[config.mk]
export PLATFORM = sky130hd
export DESIGN_NAME = multicycle_control_unit
export DESIGN_NICKNAME = d
export VERILOG_FILES = /design/src/rtl/riscv_ctrl_pkg.sv /design/src/rtl/ctrl_field_decoder.sv /design/src/rtl/multicycle_control_unit.sv
export SDC_FILE = /design/constraint.sdc
export NUM_CORES = 1
export LEC_CHECK = 0
export CORE_MARGIN = 2
export CORE_UTILIZATION = 45
export DETAILED_ROUTE_END_ITERATION = 8
export HOLD_SLACK_MARGIN = 0.12
export PLACE_DENSITY = 0.7
export SETUP_SLACK_MARGIN = 0.2
export SKIP_CTS_REPAIR_TIMING = 1
export SLEW_MARGIN = 20
export SYNTH_ARGS = -nofsm -noshare
export SYNTH_HDL_FRONTEND = slang
export SYNTH_SLANG_ARGS = --single-unit
export TNS_END_PERCENT = 1
[constraint.sdc]
create_clock -name clk -period 3.3 [get_ports clk]
set_input_delay 0.495 -clock clk [delete_from_list [all_inputs] [get_ports clk]]
set_output_delay 0.495 -clock clk [all_outputs]
set_load 0.02 [all_outputs]
[src/rtl/riscv_ctrl_pkg.sv]
// Shared encodings for the multicycle RV32I control unit: FSM states, ALU ops,
// immediate formats, instruction classes and the decoded control word.
package riscv_ctrl_pkg;

    typedef enum logic [2:0] {
        ST_FETCH     = 3'd0,
        ST_DECODE    = 3'd1,
        ST_EXECUTE   = 3'd2,
        ST_MEMORY    = 3'd3,
        ST_MULWAIT   = 3'd4,
        ST_WRITEBACK = 3'd5,
        ST_TRAP      = 3'd6
    } state_e;

    typedef enum logic [3:0] {
        ALU_ADD    = 4'd0,
        ALU_SUB    = 4'd1,
        ALU_SLL    = 4'd2,
        ALU_SLT    = 4'd3,
        ALU_SLTU   = 4'd4,
        ALU_XOR    = 4'd5,
        ALU_SRL    = 4'd6,
        ALU_SRA    = 4'd7,
        ALU_OR     = 4'd8,
        ALU_AND    = 4'd9,
        ALU_PASS_B = 4'd10
    } alu_op_e;

    typedef enum logic [2:0] {
        IMM_I = 3'd0,
        IMM_S = 3'd1,
        IMM_B = 3'd2,
        IMM_U = 3'd3,
        IMM_J = 3'd4
    } imm_sel_e;

    typedef enum logic [2:0] {
        CLS_ALU     = 3'd0,
        CLS_LOAD    = 3'd1,
        CLS_STORE   = 3'd2,
        CLS_BRANCH  = 3'd3,
        CLS_JUMP    = 3'd4,
        CLS_MUL     = 3'd5,
        CLS_ILLEGAL = 3'd6
    } cls_e;

    localparam logic [1:0] A_RS1   = 2'd0;
    localparam logic [1:0] A_PC    = 2'd1;
    localparam logic [1:0] A_ZERO  = 2'd2;
    localparam logic       B_RS2   = 1'b0;
    localparam logic       B_IMM   = 1'b1;
    localparam logic [1:0] NPC_SEQ = 2'd0;
    localparam logic [1:0] NPC_BR  = 2'd1;
    localparam logic [1:0] NPC_JAL = 2'd2;
    localparam logic [1:0] NPC_JR  = 2'd3;

    localparam logic [6:0] OP_R      = 7'b0110011;
    localparam logic [6:0] OP_I_LW   = 7'b0000011;
    localparam logic [6:0] OP_I_ALU  = 7'b0010011;
    localparam logic [6:0] OP_I_JALR = 7'b1100111;
    localparam logic [6:0] OP_S      = 7'b0100011;
    localparam logic [6:0] OP_SB     = 7'b1100011;
    localparam logic [6:0] OP_AUIPC  = 7'b0010111;
    localparam logic [6:0] OP_LUI    = 7'b0110111;
    localparam logic [6:0] OP_UJ     = 7'b1101111;

    typedef struct packed {
        cls_e       cls;
        alu_op_e    alu_op;
        logic [1:0] a_sel;
        logic       b_sel;
        imm_sel_e   imm_sel;
        logic [1:0] npc_sel;
        logic       writes_rd;
    } ctrl_t;

    // Only the register form may turn func_3=000 into SUB; ADDI never becomes SUBI.
    function automatic alu_op_e arith_op(input logic [2:0] f3, input logic alt, input logic is_reg);
        alu_op_e op;
        case (f3)
            3'b000:  op = (alt && is_reg) ? ALU_SUB : ALU_ADD;
            3'b001:  op = ALU_SLL;
            3'b010:  op = ALU_SLT;
            3'b011:  op = ALU_SLTU;
            3'b100:  op = ALU_XOR;
            3'b101:  op = alt ? ALU_SRA : ALU_SRL;
            3'b110:  op = ALU_OR;
            default: op = ALU_AND;
        endcase
        return op;
    endfunction

endpackage

[src/rtl/ctrl_field_decoder.sv]
// Combinational opcode/func decode into an instruction class and datapath control word.
// Optional RV32M_EN: R-type with func_7_bit_0=1 decodes as a multiply/divide, otherwise illegal.
module ctrl_field_decoder
    import riscv_ctrl_pkg::*;
(
    input  logic [6:0] opcode,
    input  logic [2:0] func_3,
    input  logic       func_7_bit_6,
    input  logic       func_7_bit_0,
    output ctrl_t      ctrl
);

    always_comb begin
        ctrl     = '0;
        ctrl.cls = CLS_ILLEGAL;
        case (opcode)
            OP_R: begin
                if (func_7_bit_0) begin
`ifdef RV32M_EN
                    ctrl.cls       = CLS_MUL;
                    ctrl.writes_rd = 1'b1;
`else
                    ctrl.cls       = CLS_ILLEGAL;
`endif
                end else begin
                    ctrl.cls       = CLS_ALU;
                    ctrl.alu_op    = arith_op(func_3, func_7_bit_6, 1'b1);
                    ctrl.writes_rd = 1'b1;
                end
            end
            OP_I_ALU: begin
                ctrl.cls       = CLS_ALU;
                ctrl.alu_op    = arith_op(func_3, func_7_bit_6, 1'b0);
                ctrl.b_sel     = B_IMM;
                ctrl.imm_sel   = IMM_I;
                ctrl.writes_rd = 1'b1;
            end
            OP_I_LW: begin
                ctrl.cls       = CLS_LOAD;
                ctrl.alu_op    = ALU_ADD;
                ctrl.b_sel     = B_IMM;
                ctrl.imm_sel   = IMM_I;
                ctrl.writes_rd = 1'b1;
            end
            OP_S: begin
                ctrl.cls     = CLS_STORE;
                ctrl.alu_op  = ALU_ADD;
                ctrl.b_sel   = B_IMM;
                ctrl.imm_sel = IMM_S;
            end
            OP_SB: begin
                // ALU compares rs1 against rs2; the target comes from the B immediate.
                ctrl.cls     = CLS_BRANCH;
                ctrl.alu_op  = ALU_SUB;
                ctrl.b_sel   = B_RS2;
                ctrl.imm_sel = IMM_B;
                ctrl.npc_sel = NPC_BR;
            end
            OP_I_JALR: begin
                ctrl.cls       = CLS_JUMP;
                ctrl.alu_op    = ALU_ADD;
                ctrl.b_sel     = B_IMM;
                ctrl.imm_sel   = IMM_I;
                ctrl.npc_sel   = NPC_JR;
                ctrl.writes_rd = 1'b1;
            end
            OP_UJ: begin
                ctrl.cls       = CLS_JUMP;
                ctrl.alu_op    = ALU_ADD;
                ctrl.a_sel     = A_PC;
                ctrl.b_sel     = B_IMM;
                ctrl.imm_sel   = IMM_J;
                ctrl.npc_sel   = NPC_JAL;
                ctrl.writes_rd = 1'b1;
            end
            OP_AUIPC: begin
                ctrl.cls       = CLS_ALU;
                ctrl.alu_op    = ALU_ADD;
                ctrl.a_sel     = A_PC;
                ctrl.b_sel     = B_IMM;
                ctrl.imm_sel   = IMM_U;
                ctrl.writes_rd = 1'b1;
            end
            OP_LUI: begin
                ctrl.cls       = CLS_ALU;
                ctrl.alu_op    = ALU_PASS_B;
                ctrl.a_sel     = A_ZERO;
                ctrl.b_sel     = B_IMM;
                ctrl.imm_sel   = IMM_U;
                ctrl.writes_rd = 1'b1;
            end
            default: ctrl.cls = CLS_ILLEGAL;
        endcase
    end

endmodule

[src/rtl/multicycle_control_unit.sv]
// Multi-cycle RV32I sequencer: FETCH/DECODE/EXECUTE/MEMORY/WRITEBACK with imem/dmem handshakes,
// timeouts and sticky traps. Optional RV32M_EN adds the MULWAIT state and mul_start/mul_done.
module multicycle_control_unit
    import riscv_ctrl_pkg::*;
#(
    parameter int MEM_TIMEOUT = 16,
    parameter int ALU_OP_W    = 4,
    parameter int IMM_SEL_W   = 3
) (
    input  logic                 clk,
    input  logic                 rst,
    input  logic [6:0]           opcode,
    input  logic [2:0]           func_3,
    input  logic                 func_7_bit_6,
    input  logic                 func_7_bit_0,
    input  logic                 imem_ready,
    input  logic                 dmem_ready,
    input  logic                 mul_done,
    output logic                 imem_req,
    output logic                 ir_write,
    output logic                 pc_write,
    output logic                 write,
    output logic                 load,
    output logic                 store,
    output logic                 branch,
    output logic [1:0]           alu_operand_a_selector,
    output logic                 alu_operand_b_selector,
    output logic [IMM_SEL_W-1:0] immediate_selector,
    output logic [1:0]           next_pc_selector,
    output logic [ALU_OP_W-1:0]  alu_operations_selector,
    output logic                 mul_start,
    output logic                 illegal_instr,
    output logic                 mem_fault,
    output logic                 busy
);

    // Counter value seen in the last permitted wait cycle.
    localparam logic [7:0] WAIT_LIMIT = 8'(MEM_TIMEOUT - 1);

    state_e               state_reg, state_next;
    logic [7:0]           wait_cnt_reg;
    ctrl_t                dec_ctrl, ctrl_reg, cur_ctrl;
    logic                 limit_hit, timeout_fault, decode_illegal, sel_live;

    logic                 imem_req_reg, pc_write_reg, write_reg, load_reg, store_reg, branch_reg;
    logic [1:0]           a_sel_reg, npc_sel_reg;
    logic                 b_sel_reg;
    logic [IMM_SEL_W-1:0] imm_sel_reg;
    logic [ALU_OP_W-1:0]  alu_op_reg;
    logic                 illegal_reg, mem_fault_reg, busy_reg;

    ctrl_field_decoder u_decoder (
        .opcode       (opcode),
        .func_3       (func_3),
        .func_7_bit_6 (func_7_bit_6),
        .func_7_bit_0 (func_7_bit_0),
        .ctrl         (dec_ctrl)
    );

    // While in DECODE the latched word is not yet loaded, so look through to the decoder.
    assign cur_ctrl       = (state_reg == ST_DECODE) ? dec_ctrl : ctrl_reg;
    assign limit_hit      = (wait_cnt_reg >= WAIT_LIMIT);
    assign decode_illegal = (state_reg == ST_DECODE) && (dec_ctrl.cls == CLS_ILLEGAL);
    assign sel_live       = state_next inside {ST_EXECUTE, ST_MEMORY, ST_MULWAIT, ST_WRITEBACK};

    always_comb begin
        state_next    = state_reg;
        timeout_fault = 1'b0;
        case (state_reg)
            ST_FETCH: begin
                if (imem_ready) begin
                    state_next = ST_DECODE;
                end else if (limit_hit) begin
                    state_next    = ST_TRAP;
                    timeout_fault = 1'b1;
                end
            end
            ST_DECODE: state_next = decode_illegal ? ST_TRAP : ST_EXECUTE;
            ST_EXECUTE: begin
                case (ctrl_reg.cls)
                    CLS_LOAD, CLS_STORE: state_next = ST_MEMORY;
`ifdef RV32M_EN
                    CLS_MUL:             state_next = ST_MULWAIT;
`endif
                    default:             state_next = ST_WRITEBACK;
                endcase
            end
            ST_MEMORY: begin
                if (dmem_ready) begin
                    state_next = ST_WRITEBACK;
                end else if (limit_hit) begin
                    state_next    = ST_TRAP;
                    timeout_fault = 1'b1;
                end
            end
`ifdef RV32M_EN
            ST_MULWAIT: if (mul_done) state_next = ST_WRITEBACK;
`endif
            ST_WRITEBACK: state_next = ST_FETCH;
            default:      state_next = ST_TRAP;
        endcase
    end

    always_ff @(posedge clk) begin
        if (rst) begin
            state_reg     <= ST_FETCH;
            wait_cnt_reg  <= '0;
            ctrl_reg      <= '0;
            imem_req_reg  <= 1'b1;
            pc_write_reg  <= 1'b0;
            write_reg     <= 1'b0;
            load_reg      <= 1'b0;
            store_reg     <= 1'b0;
            branch_reg    <= 1'b0;
            a_sel_reg     <= '0;
            b_sel_reg     <= 1'b0;
            imm_sel_reg   <= '0;
            npc_sel_reg   <= '0;
            alu_op_reg    <= '0;
            illegal_reg   <= 1'b0;
            mem_fault_reg <= 1'b0;
            busy_reg      <= 1'b0;
        end else begin
            state_reg <= state_next;
            if (state_next != state_reg) begin
                wait_cnt_reg <= '0;
            end else if (wait_cnt_reg != 8'hFF) begin
                wait_cnt_reg <= wait_cnt_reg + 8'd1;
            end
            if (state_reg == ST_DECODE) begin
                ctrl_reg <= dec_ctrl;
            end
            // Outputs are registered against the state being entered so they line up with it.
            imem_req_reg <= (state_next == ST_FETCH);
            pc_write_reg <= (state_next == ST_WRITEBACK);
            write_reg    <= (state_next == ST_WRITEBACK) && cur_ctrl.writes_rd;
            load_reg     <= (state_next == ST_MEMORY) && (cur_ctrl.cls == CLS_LOAD);
            store_reg    <= (state_next == ST_MEMORY) && (cur_ctrl.cls == CLS_STORE);
            branch_reg   <= (state_next == ST_EXECUTE) && (cur_ctrl.cls == CLS_BRANCH);
            if (sel_live) begin
                a_sel_reg   <= cur_ctrl.a_sel;
                b_sel_reg   <= cur_ctrl.b_sel;
                imm_sel_reg <= IMM_SEL_W'(cur_ctrl.imm_sel);
                npc_sel_reg <= cur_ctrl.npc_sel;
                alu_op_reg  <= ALU_OP_W'(cur_ctrl.alu_op);
            end else begin
                a_sel_reg   <= '0;
                b_sel_reg   <= 1'b0;
                imm_sel_reg <= '0;
                npc_sel_reg <= '0;
                alu_op_reg  <= '0;
            end
            illegal_reg   <= illegal_reg | decode_illegal;
            mem_fault_reg <= mem_fault_reg | timeout_fault;
            busy_reg      <= (state_next != ST_FETCH);
        end
    end

`ifdef RV32M_EN
    logic mul_start_reg;

    always_ff @(posedge clk) begin
        if (rst) begin
            mul_start_reg <= 1'b0;
        end else begin
            mul_start_reg <= (state_reg == ST_EXECUTE) && (state_next == ST_MULWAIT);
        end
    end

    assign mul_start = mul_start_reg;
`else
    logic unused_mul_done;
    assign unused_mul_done = mul_done;
    assign mul_start       = 1'b0;
`endif

    // The IR must capture the word in the very cycle imem presents it.
    assign ir_write                = (state_reg == ST_FETCH) && imem_ready && !rst;
    assign imem_req                = imem_req_reg;
    assign pc_write                = pc_write_reg;
    assign write                   = write_reg;
    assign load                    = load_reg;
    assign store                   = store_reg;
    assign branch                  = branch_reg;
    assign alu_operand_a_selector  = a_sel_reg;
    assign alu_operand_b_selector  = b_sel_reg;
    assign immediate_selector      = imm_sel_reg;
    assign next_pc_selector        = npc_sel_reg;
    assign alu_operations_selector = alu_op_reg;
    assign illegal_instr           = illegal_reg;
    assign mem_fault               = mem_fault_reg;
    assign busy                    = busy_reg;

endmodule
Yosys cells after proc, flatten, opt, wreduce, memory -nomap -nowiden:

Cells that the tools add are included.

* output and inout port bits: 23
* input port bits: 17
* register bits after elaboration: 48
* logic and storage cells: 105

* equal/unequal tests: 31
* add/sub/neg operators: 1
* mux-type cells: 24
* bitwise gates (word level): 3
* reduce and logical (&&, ||, !) cells: 22
* $lt $le $gt $ge: 1

Operators by type and width (number)
* $pmux 4 s7: 2
* $eq 3x2->1 const B: 9
* $eq 3x3->1 const B: 7
* $eq 7x6->1 const B: 3
* $eq 7x7->1 const B: 3
* $pmux 4 s5: 1
* $mux 3: 6
* $pmux 3 s6: 1
* $mux 16: 1
* $pmux 4 s4: 1
* $pmux 3 s5: 1
* $eq 7x5->1 const B: 2
* $eq 3x1->1 const B: 4
* $reduce_or 2->1: 6
* $logic_not 3->1: 3
* $add 8x1->8 const B: 1
* $ge 8x4->1 const B: 1
* $ne 8x8->1 const B: 1
* $eq 7x2->1 const B: 1
* $logic_and 1x1->1: 7
* $mux 1: 6
* $pmux 2 s3: 1
* $reduce_or 3->1: 2
* $reduce_or 6->1: 1
* 9 further kinds: 11

Longest topological paths before layout:

* depth in word-level cells: 11
* depth in mapped cells: 8
* depth with buffers taken out: 6

Modules after synthesis:

Synthesis repeated with hierarchy kept, for this count alone.

* cell total of the unflattened synthesis: 256
* area total of the unflattened synthesis: 2417.3 um^2

Modules (own cells, without submodules)
* multicycle_control_unit: area each 2026.9 um^2, cells each 196, times used 1, sequential area each 960.9 um^2
* ctrl_field_decoder: area each 390.4 um^2, cells each 60, times used 1, sequential area each 0.0 um^2

Worst setup path before layout:

Ideal clock, no wire load.

* kind: input to output
* from: input rst
* to: output ir_write
* stages on the path: 3
* buffers on the path: 2
* setup slack: 1.219 ns
* arrival: 1.586 ns
* required time: 2.805 ns
* cells stage by stage: clkbuf_1 -> buf_1 -> nor4_1

* cells in the longest elaborated chain, start to end: 2

RTL lines
* start: declaration: RTL line multicycle_control_unit.sv:11 `input logic rst,`
* $logic_not 1->1: RTL line multicycle_control_unit.sv:178 `assign ir_write = (state_reg == ST_FETCH) && imem_ready && !rst;`
* $logic_and 1x1->1: RTL line multicycle_control_unit.sv:178
* end: declaration: RTL line multicycle_control_unit.sv:20 `output logic ir_write,`

Every way passes these cells.

Final worst setup path:

* from: input imem_ready
* to: output ir_write

* cells in the longest elaborated chain, start to end: 2

RTL lines
* start: declaration: RTL line multicycle_control_unit.sv:16 `input logic imem_ready,`
* $logic_and 1x1->1 (2 in series): RTL line multicycle_control_unit.sv:178

Every way passes these cells.

==> reports/results.tsv <==
metric	value	unit
status	finished clean	
fp.dieW	76.1	µm
syn-cell-area	0.00234	mm²
place_congestion	0.843	
maxCapViolations	0	
cts_root_buf	clkbuf_8	
num_antenna_cells	0	
synth_xor_area_share	1.87	%
firstDrtPassIters	6	
p_switching	0.000520	W
grt_start_max_net_pins	37	
vias	1914	
synth_top_area_share	41.1	%
syn_inst	252	
synth.net_count	270	
grt_pass1_vias	1819	
comb_power_share	29.3	%
initial_core_util	46.1	%
clkLatencyLatePin	0.30	ns
yosysWarnings	0	
hp-class	register to register	
ir_drop	0.281	mV
rows	26	
n_fill_cell	480	
drc	0	
grt_pass1_wl	8280	µm
cts_tree	yes	
ios	40	
yosysTopAreaCell	dfxtp_1	
synth_top_family_by_area	simple AND/OR/NAND/NOR gates	
synth-simple-area-share	32.4	%
netSwitchingFraction	33.6	%
ys_dominant_reg_cell	dfxtp_1	
ys_seq_area_share	41.1	%
hold_violations	0	
path_max_fanout	4	
p_seq_share	43.5	%
p_per_area	544	mW/mm²
drive_above_1_share	13.0	%
place_inst	347	
wl_met3	192	µm
synthTopCellsByCount	dfxtp_1, nand2_1, a21oi_1, nor2_1, nor3_1	
ant_nets	0	
cts.clk_slew.worst_paths	0.09	ns
synthArstFlopShare	0	%
viasPerCell	5.39	
endpoint_kind	output port	
grt_util_all_layers	17.3	%
intPower	0.00103	W
slew_viol_final	0	
top_layer	met4	
synth_edf_count	0	
port_buffers	37	
clkPwrFrac	27.1	%
grt_antenna_before_repair	0	
synth.area.mux_share	2.19	%
wl_per_cell	13.2	µm
fmax	405	MHz
setup_viol	0	
start_kind	primary input	
finalNetCount	302	
required	2.80	ns
numCtsBuffers	5	
yosysUniqueCellTypes	63	
clock-skew-final	0.00691	ns
tns	0	ns
synthAdderAreaFrac	0.535	%
routedLengthMet1	2240	µm
clock-sinks	48	
rsz0062_at_grt	no	
p_leak	0.948	nW
grt-ovfl-total	0	
arrival	1.97	ns
dr_wl_met2	2140	µm
htree_levels	2	
dieHeight	76.1	µm
syn_to_final_growth	21.4	%
worstMarginPinSlew	0.835	ns
yosysMostFrequentCell	dfxtp_1	
core_area	0.00507	mm²
avgSynthCellArea	9.28	µm²
fin_crit_sh	74.8	%
first_iter_violations	64	
period_minus_slack	2.47	ns
place_hpwl	3440	µm
clockBufferDepth	2	
ys_ff_latch	48	
max_slew_margin	43.6	%
dieArea	0.00579	mm²
synth_area_leaders	dfxtp_1, a21oi_1, nand2_1	
synth_compound_area_share	17.8	%
largest_reg_flops	16	
wl	4670	µm
fin_cells	355	
critPathKind	primary input to output port	
[cells in the final DEF, fill, tap and decap left out, types with 6 or more instances in the layout]
cell / Yosys / routed
nor2_1: 20 / 20
nor2b_1: 7 / 7
nand2b_1: 11 / 11
nand2_1: 21 / 21
nor3_1: 14 / 14
a21oi_1: 20 / 20
dfxtp_1: 48 / 48
clkdlybuf4s50_1: 0 / 37
nor2b_2: 6 / 6
[through the flow]
step | hold slack (ns) | setup WS (ns) | util, % | power (W) | area [µm²]
finish | 0.459 | 0.832 | 56.0 | 0.00155 | 2840
global route | 0.488 | 0.728 | 56.0 | 0.00164 | 2840
CTS | 0.461 | 0.810 | 56.0 | 0.00156 | 2840
detailed placement | 0.448 | 0.668 | 53.8 | 0.00114 | 2730
global placement | 0.442 | 0.672 | 53.8 | 0.00114 | 2730
floorplan | 0.429 | 1.22 | - | 0.00105 | 2340
[layout make-up]
type | instances | area [µm²] | area share (%)
tap | 70 | 87.6 | 3.08
sequential | 48 | 961 | 33.8
timing repair buffer | 39 | 385 | 13.6
clock buffer | 5 | 68.8 | 2.42
clock inverter | 3 | 42.5 | 1.50
inverter | 3 | 11.3 | 0.396
multi-input combinational | 187 | 1280 | 45.2
[critical path, cell delays in order]
cell and delay (ns):
clkdlybuf4s50_1 0.54, nand2b_1 0.09, nor4_1 0.20, clkdlybuf4s50_1 0.65
[kinds of logic after synthesis]
family                   after synthesis
buffers and inverters                 17
multiplexers                           5
flip-flops                            48
adder cells (fa/ha/maj)                1
other                                  1
AO/OA/AOI/OAI                         51
XOR/XNOR                               5
AND/OR/NAND/NOR                      124
[power by group through the flow]
stage | clock network [W] | registers [W] | logic (W)
6_report | 0.000419 | 0.000673 | 0.000453
3_3_place_gp | 0 | 0.000685 | 0.000451
5_1_grt | 0.000460 | 0.000683 | 0.000494
4_1_cts | 0.000430 | 0.000673 | 0.000457
3_5_place_dp | 0 | 0.000686 | 0.000455
2_1_floorplan | 0 | 0.000678 | 0.000369
[path summary, 6_finish.rpt]
| check | slack, ns | end | start | cells past startpoint |
|---|---|---|---|---|
| hold reg to reg | 0.46 | ctrl_reg[5] | ctrl_reg[5] | 2 |
| setup reg to reg | 0.88 | next_pc_selector[1] | wait_cnt_reg[0] | 6 |
| hold / removal | 0.46 | ctrl_reg[5] | ctrl_reg[5] | 2 |
| setup / recovery | 0.83 | ir_write | imem_ready | 4 |
[layer usage]
layer	vias up	global-route usage, %
met2	50	27.1
met4	0	6.91
li1	975	-
met1	879	22.4
met3	10	4.86
met5	-	0
(Power assumes the default switching activity.)
